`config.mk`:
```
export PLATFORM = sky130hd
export DESIGN_NAME = fetch_stage
export DESIGN_NICKNAME = d
export VERILOG_FILES = /design/src/rtl/fetch_stage_pkg.sv /design/src/rtl/fetch_pc_gen.sv /design/src/rtl/fetch_stage.sv
export SDC_FILE = /design/constraint.sdc
export NUM_CORES = 1
export LEC_CHECK = 0
export ABC_AREA = 1
export BUFFER_PORTS_ARGS = -buffer_cell sky130_fd_sc_hd__buf_4
export CAP_MARGIN = 25
export CORE_MARGIN = 4
export CORE_UTILIZATION = 25
export DETAILED_ROUTE_END_ITERATION = 10
export REMOVE_ABC_BUFFERS = 1
export SYNTH_ARGS = -nofsm -noshare
export SYNTH_HDL_FRONTEND = slang
export SYNTH_SLANG_ARGS = --single-unit
export TNS_END_PERCENT = 5
```
`constraint.sdc`:
```
create_clock -name clk -period 1.5 [get_ports clk]
set_input_delay 0.075 -clock clk [delete_from_list [all_inputs] [get_ports clk]]
set_output_delay 0.075 -clock clk [all_outputs]
set_load 0.01 [all_outputs]
```
`src/rtl/fetch_stage_pkg.sv`:
```
// Shared types and constants for the instruction-fetch stage.
package fetch_stage_pkg;

    localparam int unsigned XLEN = 64;
    localparam int unsigned ILEN = 32;

    localparam logic [ILEN-1:0] NOP_INSTR = 32'h00000013;

    typedef enum logic [1:0] {
        IDLE,
        WAIT,
        DROP
    } fetch_state_t;

endpackage

```
`src/rtl/fetch_pc_gen.sv`:
```
// Fetch PC register: reset load, sequential +4 advance and aligned redirect.
module fetch_pc_gen
    import fetch_stage_pkg::*;
#(
    parameter logic [XLEN-1:0] RESET_PC = '0
) (
    input  logic            clk,
    input  logic            rst,
    input  logic            redirect,
    input  logic [XLEN-1:0] target,
    input  logic            advance,
    output logic [XLEN-1:0] pc
);

    // Target low bits are dropped by the word alignment.
    logic unused_target_lsb;
    assign unused_target_lsb = ^target[1:0];

    always_ff @(posedge clk) begin
        if (rst) begin
            pc <= {RESET_PC[XLEN-1:2], 2'b00};
        end else if (redirect) begin
            pc <= {target[XLEN-1:2], 2'b00};
        end else if (advance) begin
            pc <= pc + XLEN'(4);
        end
    end

endmodule

```
`src/rtl/fetch_stage.sv`:
```
// IF stage: one-outstanding imem fetch, single-entry hold register, redirect/drop handling.
module fetch_stage
    import fetch_stage_pkg::*;
#(
    parameter logic [XLEN-1:0] RESET_PC  = '0,
    parameter logic [ILEN-1:0] NOP_INSTR = fetch_stage_pkg::NOP_INSTR
) (
    input  logic            clk,
    input  logic            rst,
    input  logic            stall_F,
    input  logic            redirect_E,
    input  logic [XLEN-1:0] PCTarget_E,
    output logic            imem_req_valid,
    output logic [XLEN-1:0] imem_addr,
    input  logic            imem_ready,
    input  logic            imem_rsp_valid,
    input  logic [ILEN-1:0] imem_rdata,
    output logic [XLEN-1:0] PC_F,
    output logic [ILEN-1:0] Instr_F,
    output logic            Valid_F
);

    fetch_state_t    state;
    logic [XLEN-1:0] fetch_pc;
    logic [XLEN-1:0] req_pc;
    logic            hold_valid;
    logic [XLEN-1:0] hold_pc;
    logic [ILEN-1:0] hold_instr;
    logic            consume;
    logic            accept;

    assign consume        = hold_valid && !stall_F;
    assign imem_req_valid = !rst && (state == IDLE) && (!hold_valid || consume) && !redirect_E;
    assign imem_addr      = fetch_pc;
    assign accept         = imem_req_valid && imem_ready;

    assign PC_F    = hold_pc;
    assign Instr_F = hold_instr;
    assign Valid_F = hold_valid;

    fetch_pc_gen #(
        .RESET_PC (RESET_PC)
    ) u_pc_gen (
        .clk      (clk),
        .rst      (rst),
        .redirect (redirect_E),
        .target   (PCTarget_E),
        .advance  (accept),
        .pc       (fetch_pc)
    );

    always_ff @(posedge clk) begin
        if (rst) begin
            state      <= IDLE;
            req_pc     <= '0;
            hold_valid <= 1'b0;
            hold_pc    <= '0;
            hold_instr <= NOP_INSTR;
        end else if (redirect_E) begin
            // Flush the hold entry; an in-flight request becomes stale unless it lands now.
            hold_valid <= 1'b0;
            hold_instr <= NOP_INSTR;
            if (state == WAIT) begin
                state <= imem_rsp_valid ? IDLE : DROP;
            end else if (state == DROP && imem_rsp_valid) begin
                state <= IDLE;
            end
        end else begin
            if (consume) begin
                hold_valid <= 1'b0;
                hold_instr <= NOP_INSTR;
            end
            unique case (state)
                IDLE: begin
                    if (accept) begin
                        state  <= WAIT;
                        req_pc <= fetch_pc;
                    end
                end
                WAIT: begin
                    if (imem_rsp_valid) begin
                        state      <= IDLE;
                        hold_valid <= 1'b1;
                        hold_pc    <= req_pc;
                        hold_instr <= imem_rdata;
                    end
                end
                DROP: begin
                    if (imem_rsp_valid) begin
                        state <= IDLE;
                    end
                end
                default: state <= IDLE;
            endcase
        end
    end

endmodule

```
# After elaboration in Yosys (flattened, before gate mapping)
# Index checks and enable logic that the tools add are counted.
# totals
register_bits,227
latchBits,0
ram_bits,0
rom_bits,0
in_bits,102
output_inout_bits,162
wordCells,47
memories,0
# op_classes
add_sub_neg,1
n_mul,0
div_mod_pow,0
magnitude_cmp,0
eq_ne,5
shift,0
mux,15
n_bitwise,1
n_reduce_logical,18
# ops
operator,count
$mux W64,2
$mux W32,3
$add A64 B3 Y64 const B,1
$mux W2,6
$reduce_and A3 Y1,3
$logic_and A1 B1 Y1,6
$ne A3 B1 Y1 const B,2
$logic_not A1 Y1,4
$pmux W2 S2,1
$reduce_or A2 Y1,2
$mux W1,3
$ne A3 B3 Y1 const B,1
$eq A2 B1 Y1 const B,1
$eq A2 B2 Y1 const B,1
$logic_not A2 Y1,1
$reduce_bool A2 Y1,1
$logic_or A1 B1 Y1,1
$not A1 Y1,1

# Depth between registers and ports, before layout
# Gate-level depths: netlist of the first run.
# logic_depth
ltp_word,9
ltp_mapped,14
ltp_nobuf,13

# Modules after synthesis
# A second synthesis of the first run with hierarchy kept.
# hier_totals
cells_unflattened,1446
area_unflattened_um2,10407.5
# by_module_without_submodules
module,instances,cells_per_inst,area_per_inst_um2,seq_area_each_um2
fetch_stage,1,730,5819.3,3263.1
fetch_pc_gen,1,716,4588.2,1241.2

# Least setup slack after synthesis of the first run
# No wires, ideal clock.
# synth_path
path_kind,reg2reg
startpoint,register u_pc_gen.pc[3]
endpoint,register u_pc_gen.pc[54]
setup_ns,0.110
t_arrival_ns,1.608
t_required_ns,1.390
setup_slack_ns,-0.218
stages_incl_launch_ff,13
n_path_buf,0
period_less_slack_ns,1.718
path_cell_list,dfxtp_1 -> ha_1 -> nand2_2 -> nor2_4 -> nand2_4 -> nor2_8 -> nand2_2 -> nor2_4 -> nand2_1 -> a21oi_1 -> nand2_1 -> nand2_1 -> inv_1
# synth_via
elab_chain_cells,3
# synth_lines
item,line_no,source
start: declaration,fetch_pc_gen.sv:12,output logic [XLEN-1:0] pc
start signal: assignment,fetch_pc_gen.sv:21,"pc <= {RESET_PC[XLEN-1:2], 2'b00};"
start signal: assignment,fetch_pc_gen.sv:23,"pc <= {target[XLEN-1:2], 2'b00};"
start signal: assignment,fetch_pc_gen.sv:25,pc <= pc + XLEN'(4);
$add A64 B3 Y64,fetch_pc_gen.sv:25,
$mux W64,fetch_pc_gen.sv:24,end else if (advance) begin
$mux W64,fetch_pc_gen.sv:22,end else if (redirect) begin
# No other way between the ends. The select of a mux whose other input is x is not followed.
# A chain may end at the register's enable or synchronous reset.

# Worst setup path in the final report of the first run
# layout_path
startpoint,register state[0]
endpoint,output imem_req_valid
# layout_via
elab_chain_cells,4
# layout_lines
item,line_no,source
start: declaration,fetch_stage.sv:23,fetch_state_t state;
start signal: assignment,fetch_stage.sv:64,state <= imem_rsp_valid ? IDLE : DROP;
$logic_not A2 Y1,fetch_stage.sv:33,assign imem_req_valid = !rst && (state == IDLE) && (!hold_valid || consume) && !redirect_E;
$logic_and A1 B1 Y1 (3 in series),fetch_stage.sv:33,
end: declaration,fetch_stage.sv:13,"output logic imem_req_valid,"
# No other way between the ends.

==> results of run 1 <==
per-stage QoR:
stage                     util, %  total power [W]  instance area (um2)  instances
after global routing         43.0           0.0169                17200       2569
final                        43.0           0.0163                17200       2569
after CTS                    41.4           0.0163                16600       2554
after global placement       35.6          0.00853                14300       2400
after detailed placement     35.6          0.00856                14300       2400
after floorplan                 -          0.00722                 9870       1407
timing repair:
action / CTS / global route
hold buffers: 96 / 0
cloned: 1 / 3
gates resized for setup: 89 / 159
setup buffers: 5 / 12
endpoints found under the hold margin: 97 / 0
endpoints found under the setup margin: 214 / 191
pin swaps: 19 / 21
routing by layer:
| metal | vias up | global-route usage, % | wire length (um) |
|---|---|---|---|
| met5 | - | 0.862 | 52 |
| met4 | 2 | 6.75 | 1670 |
| met3 | 95 | 5.05 | 3460 |
| met2 | 416 | 30.2 | 20000 |
| met1 | 5597 | 23.2 | 18100 |
| li1 | 5898 | - | - |
area by class of cell:
cell class	count	share of cell area, %
Multi-Input combinational cell	1065	32.5
Timing Repair Buffer	585	29.3
Sequential cell	221	25.8
Clock buffer	38	4.58
Tap cell	525	3.81
Inverter	121	2.74
Clock inverter	14	1.27
path summary, 6_finish.rpt:
check | slack [ns] | cells after the start | endpoint
worst min register to register | 0.46 | 2 | req_pc[37]$_SDFFE_PP0P_
worst max register to register | -0.22 | 12 | u_pc_gen.pc[44]$_SDFFE_PP0P_
worst min-delay path | 0.03 | 3 | u_pc_gen.pc[38]$_SDFFE_PP0P_
worst max-delay path | -0.23 | 9 | imem_req_valid
critical path, delay by kind of cell (launching register included):
family,cells,cell delay (ns)
buffers and inverters,5,0.44
adder cells (fa/ha/maj),1,0.14
flip-flops,1,0.32
AND/OR/NAND/NOR,3,0.20
layout by cell type (no fill, tap or decap), drive strengths merged, types with 5 or more instances in the layout:
cell type and instances:
dlygate4sd3 96, clkbuf 41, nand4 23, o211ai 6
inv 120, a31o 8, a31oi 21, clkinv 8
xnor2 6, xor2 11, nor2 287, buf 486
or2 5, nor3 9, bufinv 5, dfxtp 221
a21oi 63, o21ai 158, nand2 324, nand3b 5
nand3 110
state kept, by name, indices dropped and copies added, names as in the netlist:
register / flops
Instr_F: 32
req_pc: 62
state: 2
Valid_F: 1
PC_F: 62
u_pc_gen.pc: 62
cell families after synthesis:
| group | count (synthesis) |
|---|---|
| AOI/OAI and AO/OA | 270 |
| and+or+nand+nor | 770 |
| DFF | 221 |
| xor gates and xnor gates | 17 |
| adders and majority gates | 4 |
| buffers and inverters | 205 |
| other | 1 |
power breakdown:
part / switching (W) / internal, W
Combinational: 0.00129 / 0.00125
Sequential: 0.000213 / 0.00614
Clock: 0.00280 / 0.00457
==> results.toml, run 1 <==
[route]
routed_via_density = 4.67
route.detailed.drc = 0
wl_per_cell_um = 16.8
wl_um = 43300
drt_iter0_markers = 653
num_vias = 12008
drt_pass1_iterations = 5
ant_nets = 0

[logic_synthesis]
ys_warn_count = 0
ys.flop_type = "dfxtp_1"
synth_simple_gate_area_share_pct = 32.5
yosysSeqAreaShare_pct = 43.3
syn_area_per_cell_um2 = 6.87
yosysTopAreaCellShare_pct = 43.3
synth_fa_ha_area_share_pct = 0.489
synth_top_family_by_area = "simple AND/OR/NAND/NOR gates"
muxShareOfSynthArea_pct = 0
ys_seq_elements = 221
synth_edf_count = 0
yosys-top-cells-area = "dfxtp_1 43%, nand2_1 12%, nor2_1 9.9%"
synth_top_cell_by_area = "dfxtp_1"
synthesis.area_um2 = 10200
yosys.cell_types.count = 44
yosys-top-cells-count = "314 x nand2_1, 269 x nor2_1, 221 x dfxtp_1, 157 x o21ai_0, 115 x inv_1"
synth_compound_area_share_pct = 14.3
async_flop_share_pct = 0
synth-xor-area-share_pct = 1.46
yosysMostFrequentCell = "nand2_1"
netlist_instances = 1488

[setup_path]
arrival_ns = 1.66
regToRegStartpoint = "u_pc_gen.pc[2]$_SDFFE_PP0P_"
cp_common_cell = "buf_6"
critPathKind = "register to output pin"
setup.worst_path.start = "state[0]$_SDFFE_PP0P_"
worstPathCellList = "inv_2 -> ha_4 -> nand2_4 -> nor2_4 -> buf_4 -> buf_6 -> nand2_1 -> inv_1 -> buf_6"
cpPeakStageDelay_ns = 0.32
end_kind = "output pin"
cp.required_ns = 1.42
crit_slowest_cell = "dfxtp_2"
start_kind = "register"
cp_max_fo = 2

[sta]
hold_violations = 0
post-route-period-util_pct = 115
setup_tns_ns = -13.68
holdWs_ns = 0.0330
fin_ws_ns = -0.232
rsz0062_at_grt = "true"
report.final.slew_viol_count = 0
fmax_ghz = 0.577
fin_crit_ns = 1.73
skew_ns = 0.0161
setup_viol = 176

[cts]
root_buffer = "clkbuf_16"
path_clk_slew_ns = 0.07
clkLatencyLatePin_ns = 0.56
htreeDepth = 1
clock-sinks = 221
cts_tree = "done"
cts_buffers = 28
clockBufferDepth = 3

[floorplan]
start_util_pct = 25.5
die_w_um = 210
die_h_um = 210
core-area_um2 = 40100
row_count = 73
ioPinCount = 264
dieArea_um2 = 44200

[status]
failed_checks = "negative setup slack"
status = "finished, violations left"

[finish]
multi_input_area_um2 = 5610
drive_gt1_share_pct = 36.1
diodes = 0
synthToLayoutAreaGrowth_pct = 68.6
nets = 2128
num-fill-cells = 3983
ff_latch_area_um2 = 4450

[place]
hpwl_um = 31100
globalplace.congestion = 0.928
place_ws_ns = -0.392
io_buffer_count = 257

[min_path]
min_path_type = "input pin to register"
min_from = "rst"

[pwr]
irDropWorstVdd_uv = 801
p_per_area_nw_per_um2 = 943
power_leakage_nw = 7.88

[grt]
grt_pass1_wl_um = 65500
grt_max_degree = 56
grtUsageTotal_pct = 18.4
antenna_found_initial = 0
grt_overflow_total = 0
grt_pass1_vias = 12002

[flow_run]
drv_cap = 0
Note: power is estimated with default switching activity, not from simulation.
==> run 2: changes to the inputs <==
ABC_AREA = default   (was 1)
CTS_BUF_LIST = sky130_fd_sc_hd__clkbuf_4 sky130_fd_sc_hd__clkbuf_8   (was default)
==> run 2 against run 1 <==
Compared with the run above: the flow still finishes with violations (negative setup slack); synthesized cell count decreased by 20%; power decreased by 11%; design area decreased by 6.6%; register-to-register slack got worse by 0.36 ns; clock power decreased by 12%; fmax decreased by 17%; clock skew increased by 0.015 ns; via count decreased by 9.7%; sequential cell count unchanged; non-clock buffer count decreased by 1; critical path type is now register to register; critical endpoint is now u_pc_gen.pc[28]$_SDFFE_PP0P_.
==> results.toml, run 2 <==
[status]
status = "finished, violations left"
failed_checks = "negative setup slack"

[logic_synthesis]
async_flop_share_pct = 0
yosys.cell_types.count = 58
yosysTopAreaCellShare_pct = 47.5
ys_seq_elements = 221
synthesis.area_um2 = 9310
ys.flop_type = "dfxtp_1"
ys_warn_count = 0
synth_top_cell_by_area = "dfxtp_1"
netlist_instances = 1185
yosys-top-cells-count = "301 x nand2_1, 221 x dfxtp_1, 107 x a21oi_1, 85 x nand3_1, 83 x nor2_1"
syn_area_per_cell_um2 = 7.86
synth_edf_count = 0
yosys-top-cells-area = "dfxtp_1 48%, nand2_1 12%, a21oi_1 5.8%"
yosysMostFrequentCell = "nand2_1"
yosysSeqAreaShare_pct = 47.5

[pwr]
p_per_area_nw_per_um2 = 899
totalPowerFinal_w = 0.0145
power_leakage_nw = 6.84
irDropWorstVdd_uv = 463

[setup_path]
cp.required_ns = 1.94
setup.worst_path.start = "u_pc_gen.pc[3]$_SDFFE_PP0P_"
end_kind = "register"
regToRegStartpoint = "u_pc_gen.pc[3]$_SDFFE_PP0P_"
arrival_ns = 2.52
crit_end = "u_pc_gen.pc[28]$_SDFFE_PP0P_"
start_kind = "register"
critPathKind = "register to register"
rr_endpoint = "u_pc_gen.pc[28]$_SDFFE_PP0P_"
rr_worst_depth = 8
r2r_slack_ns = -0.58
cp_max_fo = 5

[finish]
ff_latch_area_um2 = 4450
synthToLayoutAreaGrowth_pct = 72.9
num-fill-cells = 3542
fin_cells = 2230
nets = 1836
stdcell_area_um2 = 16100
post-route-util_pct = 43.9
layout_commonest_cell = "buf_4"
multi_input_area_um2 = 5130
drive_gt1_share_pct = 39.4
final_cell_mix = "448 x buf_4, 290 x nand2_1, 203 x dfxtp_1"

[floorplan]
die_h_um = 201
core-area_um2 = 36700
dieArea_um2 = 40400
ioPinCount = 264
die_w_um = 201
start_util_pct = 25.4
row_count = 70

[route]
drt_iter0_markers = 568
routed_via_density = 4.86
num_vias = 10843
route.detailed.drc = 0
ant_nets = 0
wl_um = 39100
wl_per_cell_um = 17.5
drt_pass1_iterations = 5

[grt]
grt_overflow_total = 0
grtUsageTotal_pct = 18.2
antenna_found_initial = 4
grt_max_degree = 88
grt_pass1_wl_um = 59900
grt_pass1_vias = 10727

[sta]
rsz0062_at_grt = "true"
max_slew_margin_pct = 57.0
fin_ws_ns = -0.580
setup_tns_ns = -37.78
post-route-period-util_pct = 139
report.final.slew_viol_count = 0
skew_ns = 0.0314
fin_crit_ns = 2.08
setup_viol = 196
fmax_ghz = 0.481
hold_violations = 0
worst_pin_slew_ns = 0.645

[cts]
cts_tree = "done"
clockBufferDepth = 3
clock-sinks = 221
clkLatencyLatePin_ns = 0.58
cts_buffers = 41
root_buffer = "clkbuf_8"
path_clk_slew_ns = 0.06
htreeDepth = 2

[place]
hpwl_um = 27700
globalplace.congestion = 0.864
io_buffer_count = 257
dp_cells = 2031
place_area_um2 = 13200

[min_path]
min_path_type = "input pin to register"

[flow_run]
drv_cap = 0
run 2: cell count changes after synthesis, sizes merged, moves of 23 or more:
cell	delta
nand2	-23
a22oi	+32
nor2	-204
a21oi	+44
o21ai	-132
nand3	-24
inv	-108
run 2: kinds of logic (layout without fill, tap and decap cells):
logic type	count (synthesis)	count (layout)	synth area share (%)
buffers and inverters	99	669	4.29
xor gates and xnor gates	19	19	1.79
adders and majority gates	4	4	0.538
other	1	7	0.0403
AOI/OAI and AO/OA	238	238	15.6
muxes	10	10	1.12
DFF	221	221	47.5
and+or+nand+nor	593	594	29.2
run 2: worst max-delay path, stage by stage, from the launching register on:
cell	delay, ns
dfxtp_2	0.35
ha_4	0.16
nand3_4	0.08
nor3_4	0.19
or4b_4	0.55
buf_12	0.18
a21o_1	0.16
a221oi_2	0.21
nor2_1	0.07
run 2: repair_timing:
action,CTS,global route
hold endpoints to repair,98,0
endpoints found under the setup margin,222,221
buffers inserted,16,9
pin swaps,86,63
resized for setup,124,61
hold buffers,97,0
cloned,2,0
run 2: cell type report:
class / instances / area share [%]
Tap cell: 468 / 3.64
Antenna cell: 3 / 0.0466
Clock inverter: 12 / 0.839
Sequential cell: 221 / 27.6
Timing Repair Buffer: 584 / 31.0
Multi-Input combinational cell: 869 / 31.8
Inverter: 13 / 0.303
Clock buffer: 60 / 4.74
run 2: worst min path at each step:
stage	startpoint	to	slack [ns]	cells past startpoint
2_1_floorplan	rst	PC_F[10]$_SDFFE_PP0P_	0.14	1
3_3_place_gp	PCTarget_E[58]	u_pc_gen.pc[58]$_SDFFE_PP0P_	0.28	3
3_5_place_dp	PCTarget_E[58]	u_pc_gen.pc[58]$_SDFFE_PP0P_	0.29	3
4_1_cts	imem_ready	req_pc[17]$_SDFFE_PP0P_	0.05	5
5_1_grt	stall_F	Instr_F[14]$_SDFF_PP0_	0.10	5
6_report	redirect_E	state[1]$_SDFFE_PP0P_	0.09	4
run 2: metal layers:
metal,up-vias,routed length [um],global-route usage (%)
li1,5235,-,-
met1,5161,16200,22.2
met2,370,18800,31.1
met3,73,2990,5.30
met4,4,1060,5.88
met5,-,21,0
run 2: stage by stage:
stage / setup WS, ns / hold WS (ns)
6_report: -0.580 / 0.0913
5_1_grt: -0.661 / 0.104
4_1_cts: -0.549 / 0.0538
3_5_place_dp: -0.686 / 0.293
3_3_place_gp: -0.630 / 0.278
2_1_floorplan: -2.76 / 0.144
run 2: power breakdown:
part | switching, W | internal (W) | leakage, nW
Clock | 0.00266 | 0.00378 | 0.483
Combinational | 0.000919 | 0.000959 | 4.56
Sequential | 0.000116 | 0.00603 | 1.80
Total | 0.00369 | 0.0108 | 6.84
